`src/rtl/sdram_ctrlmod.sv`:
```
// Command scheduler for the SDRAM function module: power-up init, periodic auto-refresh, user write/read arbitration.
// Optional missed-refresh flag oRefErr is compiled in when SDRAM_REF_ERR_EN is defined.
module sdram_ctrlmod #(
  parameter int                   WIDTH_CNT = 12,
  parameter logic [WIDTH_CNT-1:0] TREF      = 12'd2000
) (
  input  logic       CLOCK,
  input  logic       RESET,
  input  logic [1:0] iCall,
  output logic       oDone,
  output logic       oReady,
  output logic [3:0] oCall,
  input  logic       iDone
`ifdef SDRAM_REF_ERR_EN
  ,
  output logic       oRefErr
`endif
);

  typedef enum logic [2:0] {INIT, IDLE, REF, WR, RD, ACK} state_t;

  state_t               state;
  logic [WIDTH_CNT-1:0] ref_cnt;
  logic                 ref_pend;
  logic                 wrap;

  assign wrap = oReady && (ref_cnt == TREF - WIDTH_CNT'(1));

  // Refresh timer runs only after init; a wrap sets pending after any clear from entering REF.
  always_ff @(posedge CLOCK or negedge RESET) begin
    if (!RESET) begin
      state    <= INIT;
      oCall    <= 4'b0000;
      oDone    <= 1'b0;
      oReady   <= 1'b0;
      ref_cnt  <= '0;
      ref_pend <= 1'b0;
`ifdef SDRAM_REF_ERR_EN
      oRefErr  <= 1'b0;
`endif
    end else begin
      oDone <= 1'b0;
      if (oReady) begin
        ref_cnt <= wrap ? '0 : ref_cnt + WIDTH_CNT'(1);
      end

      case (state)
        INIT: begin
          if (iDone) begin
            oCall  <= 4'b0000;
            oReady <= 1'b1;
            state  <= IDLE;
          end else begin
            oCall <= 4'b0001;
          end
        end
        IDLE: begin
          if (ref_pend) begin
            state    <= REF;
            oCall    <= 4'b0010;
            ref_pend <= 1'b0;
          end else if (iCall[1]) begin
            state <= WR;
            oCall <= 4'b1000;
          end else if (iCall[0]) begin
            state <= RD;
            oCall <= 4'b0100;
          end else begin
            oCall <= 4'b0000;
          end
        end
        REF, WR, RD: begin
          // Dropping oCall on completion keeps the function module from re-running the command.
          if (iDone) begin
            oCall <= 4'b0000;
            if (state == REF) begin
              state <= IDLE;
            end else begin
              state <= ACK;
              oDone <= 1'b1;
            end
          end
        end
        ACK: begin
          state <= IDLE;
        end
        default: begin
          state <= INIT;
          oCall <= 4'b0000;
        end
      endcase

      if (wrap) begin
        ref_pend <= 1'b1;
      end
`ifdef SDRAM_REF_ERR_EN
      if (wrap && ref_pend) begin
        oRefErr <= 1'b1;
      end
`endif
    end
  end

endmodule

```
`config.mk`:
```
export PLATFORM = sky130hd
export DESIGN_NAME = sdram_ctrlmod
export DESIGN_NICKNAME = d
export VERILOG_FILES = /design/src/rtl/sdram_ctrlmod.sv
export SDC_FILE = /design/constraint.sdc
export NUM_CORES = 1
export LEC_CHECK = 0
export ABC_AREA = 1
export BUFFER_PORTS_ARGS = -buffer_cell sky130_fd_sc_hd__buf_4
export CAP_MARGIN = 20
export CORE_MARGIN = 3
export CORE_UTILIZATION = 30
export DETAILED_ROUTE_END_ITERATION = 10
export HOLD_SLACK_MARGIN = 0.02
export PLACE_DENSITY = 0.52
export SYNTH_ARGS = -nofsm -noshare
export SYNTH_HDL_FRONTEND = slang
export SYNTH_SLANG_ARGS = --single-unit
export TNS_END_PERCENT = 10
```
`constraint.sdc`:
```
create_clock -name CLOCK -period 3.6 [get_ports CLOCK]
set_input_delay 0.54 -clock CLOCK [delete_from_list [all_inputs] [get_ports CLOCK]]
set_output_delay 0.54 -clock CLOCK [all_outputs]
set_load 0.05 [all_outputs]
```
; ---- Yosys cells after proc, flatten, opt, wreduce, memory -nomap -nowiden
; Index checks and enable logic that the tools add are counted.
[word_totals]
register_bits = 22
in_bits = 5
output_inout_bits = 6
elab_cells = 43
[op_classes]
addsub = 1
eq_ne = 9
mux = 19
n_bitwise = 1
n_reduce_logical = 7
[op_table]
columns = cell, n
row1 = $mux W3, 7
row2 = $pmux W4 S4, 1
row3 = $add A12 B1 Y12 const B, 1
row4 = $eq A12 B11 Y1 const B, 1
row5 = $mux W12, 1
row6 = $mux W4, 3
row7 = $pmux W3 S4, 1
row8 = $eq A3 B2 Y1 const B, 2
row9 = $eq A3 B3 Y1 const B, 2
row10 = $mux W1, 6
row11 = $ne A2 B2 Y1 const B, 2
row12 = $ne A4 B4 Y1 const B, 1
row13 = $reduce_and A2 Y1, 2
row14 = $eq A3 B1 Y1 const B, 1
row15 = $logic_not A3 Y1, 1
row16 = $reduce_and A3 Y1, 1
row17 = $reduce_or A3 Y1, 1
row18 = $reduce_bool A2 Y1, 1
row19 = $logic_and A1 B1 Y1, 1
row20 = $not A1 Y1, 1

; ---- Depth between registers and ports, before layout
[depth]
depth_word = 4
mapped_depth = 8
ltp_nobuf = 8

; ---- Worst setup path after synthesis
; No wires, ideal clock.
[synth_path]
kind = reg2reg
start = reg oReady
end = reg ref_cnt[9]
setup_ps = 119
arrival_time_ps = 1307
t_required_ps = 3481
path_slack_ps = 2174
path_stages_with_launch = 6
period_less_slack_ps = 1426
cell_sequence = dfrtp_1 > inv_2 > nor2_4 > nand3_2 > nand2_1 > nor2_1
[synth_via]
elab_chain_len = 2
[synth_lines]
columns = element, line_no
row1 = from (decl), 11  ; output logic oReady,
row2 = from (signal assigned), 35  ; oReady <= 1'b0;
row3 = from (signal assigned), 51  ; oReady <= 1'b1;
row4 = $logic_and A1 B1 Y1, 27  ; assign wrap = oReady && (ref_cnt == TREF - WIDTH_CNT'(1));
row5 = $mux W12, 44  ; ref_cnt <= wrap ? '0 : ref_cnt + WIDTH_CNT'(1);
row6 = to (signal assigned), 44
row7 = to (decl), 23  ; logic [WIDTH_CNT-1:0] ref_cnt;
; Several ways; a longest one is shown, not always the timed one.
; A chain may end at the register's enable or synchronous reset.

; ---- Worst setup path after layout
[layout_path]
start = reg oReady
end = out oReady
; No word-level cell between the ends.

==> flow_metrics.env <==
export IMPL_yosysMostFrequentCell="nand2_1"
export IMPL_worst_path_buf_inv=1
export IMPL_multi_input_area_um2=556.8
export IMPL_crit_path_start_kind="flop"
export IMPL_synth_edf_count=0
export IMPL_status="complete, no violations"
export IMPL_syn_avg_cell_area_um2=7.555
export IMPL_clk_pin_slew_ns=0.08
export IMPL_cts_sinks=22
export IMPL_worstMarginPinSlew_ns=0.3424
export IMPL_postRouteAntennaNets=0
export IMPL_grt_max_degree=23
export IMPL_yosys_area_top_type="dfrtp_1"
export IMPL_whs_ns=0.1411
export IMPL_final_cell_area_um2=1376
export IMPL_slew_violations=0
export IMPL_synth_nets=163
export IMPL_numCtsBuffers=3
export IMPL_synth_area_top_cells="dfrtp_1 (46%), nand2_1 (16%), nand3_1 (5.9%), nor2_1 (5.4%), inv_1 (4.1%)"
export IMPL_io_buffers=10
export IMPL_start_util_pct=31.68
export IMPL_cpMaxStageDelayCell="dfrtp_1"
export IMPL_overflow=0
export IMPL_skew_ns=0.006958
export IMPL_layout_drive_gt1_share_pct=20.47
export IMPL_ioPinCount=11
export IMPL_ys_seq_area_share_pct=46.41
export IMPL_fmaxAchievable_ghz=0.6445
export IMPL_cts_buffer_depth=2
export IMPL_yosys_most_used_dff="dfrtp_1"
export IMPL_die_h_um=68.88
export IMPL_critPathArrivalTime_ns=1.01
export IMPL_final_core_util_pct=36.76
export IMPL_n_antenna_cell=0
export IMPL_dr_pass1_iters=5
export IMPL_synthesis_area_um2=1186
export IMPL_crit_type="reg -> out"
export IMPL_placed_area_um2=1321
export IMPL_post_cts_buffers=0
export IMPL_grtUsageTotal_pct=12.84
export IMPL_dp_cells=215
export IMPL_vias=1021
export IMPL_setup_tns_ns=0
export IMPL_fin_crit_sh_pct=43.10
export IMPL_syn2layout_area_growth_pct=16.03
export IMPL_p_total_mw=0.7511
export IMPL_cts_root_buf="clkbuf_8"
export IMPL_fillers=406
export IMPL_setup_viol_count_final=0
export IMPL_cts_resized=0
export IMPL_ir_worst_vdd_v=0.0002932
export IMPL_ys_warn_count=0
export IMPL_rsz0062_at_grt="false"
export IMPL_core_area_um2=3744
export IMPL_tritoncts="built"
export IMPL_synth_cells=157
export IMPL_antenna_found_initial=0
export IMPL_endpoint_kind="primary output"
export IMPL_cp_max_fo=7
export IMPL_ys_seq_elements=22
export IMPL_synth_async_reset_ratio_pct=100.0
export IMPL_cts_htree_levels=1
export IMPL_fin_nets=178
export IMPL_postCtsHoldBufs=0
export IMPL_min_period_ns=1.552
export IMPL_seq_area_um2=550.5
export IMPL_critPathTopFamily="flip-flops"
export IMPL_die_area_um2=4744
export IMPL_wl_per_cell_um=11.06
export IMPL_totalWireLength_um=2423
export IMPL_synth_cell_type_count=21
export IMPL_drtIter0Drc=46
export IMPL_dpl_hpwl_um=1855
export IMPL_drc_errors=0
export IMPL_setup_slack_ns=2.048
export IMPL_crit_required_ns=3.06
export IMPL_dp_slack_ns=2.218
export IMPL_hp_class="in -> async"
export IMPL_power_density_nw_per_um2=545.7
export IMPL_drv_cap=0
export IMPL_hold_viol_final=0
export IMPL_routed_via_density=4.662
export IMPL_synth_top_area_share_pct=46.41
export IMPL_clock_latency_ns=0.27
export IMPL_place_congestion=0.7992
export IMPL_stdcell_count=219
export IMPL_cpPeakStageDelay_ns=0.49
export IMPL_grt_pass1_vias=1023
export IMPL_path_cells="buf_4"
export IMPL_synthTopCellsByCount="nand2_1 (51), dfrtp_1 (22), nor2_1 (17)"
export IMPL_chipWidth_um=68.88
export IMPL_grt_first_pass_wirelength_um=4519
export IMPL_p_leak_nw=0.7283
export IMPL_maxSlewHeadroom_pct=77.00
export IMPL_rows=22
cell type report:
type | instances | area share, %
multi-input combinational | 114 | 40.45
sequential | 22 | 40.00
inverter | 21 | 5.727
timing repair buffer | 10 | 5.455
tap | 48 | 4.364
clock buffer | 4 | 4.000
cells in the final DEF (no fill, tap or decap), drive strengths merged:
cell type / netlist / layout
a21oi: 4 / 4
a22oi: 1 / 1
ha: 1 / 1
nor2: 23 / 23
nor3: 3 / 3
dfrtp: 22 / 22
nand3: 16 / 16
xor2: 2 / 2
buf: 0 / 10
o21ai: 7 / 7
clkbuf: 0 / 4
inv: 21 / 21
nand4: 3 / 3
nand2: 54 / 54
report_power, final:
part | internal, mW | switching, mW | total (mW)
registers | 0.278 | 0.0334 | 0.312
logic | 0.0803 | 0.178 | 0.258
clock network | 0.0977 | 0.0834 | 0.181
routing by layer:
| metal | wire [µm] | vias up | global-route usage, % | part of all wire [%] |
|---|---|---|---|---|
| met1 | 1117 | 474 | 15.46 | 46 |
| met4 | 34 | 0 | 6.083 | 1.4 |
| met2 | 1149 | 23 | 21.43 | 47 |
| li1 | - | 519 | - | - |
| met3 | 121 | 5 | 3.079 | 5.0 |
| met5 | 0 | - | 0 | 0 |
logic make-up after synthesis:
logic type,count (synthesis),share of synthesized area [%]
adders and majority gates,1,1.055
and+or+nand+nor,99,38.82
buffers and inverters,21,6.646
xor gates and xnor gates,2,1.477
DFF,22,46.41
AOI/OAI and AO/OA,12,5.591
state kept, by name, summed over array words and instances (netlist names):
name	cells
ref_pend	1
oReady	1
oDone	1
state	3
ref_cnt	12
oCall	4
path summary, 6_finish.rpt:
path / from / to / slack (ns) / cells after the start
hold / removal: RESET / ref_cnt[5]$_DFFE_PN0P_ / 0.14 / 1
setup reg to reg: ref_cnt[0]$_DFFE_PN0P_ / ref_cnt[9]$_DFFE_PN0P_ / 2.25 / 6
hold reg to reg: oCall[2]$_DFFE_PN0P_ / oCall[2]$_DFFE_PN0P_ / 0.47 / 2
setup / recovery: oReady$_DFFE_PN0P_ / oReady / 2.05 / 1
max in group asynchronous: RESET / oDone$_DFF_PN0_ / 3.23 / 1
min in group CLOCK: oCall[2]$_DFFE_PN0P_ / oCall[2]$_DFFE_PN0P_ / 0.47 / 2
Power figures use the tool's default switching activity.
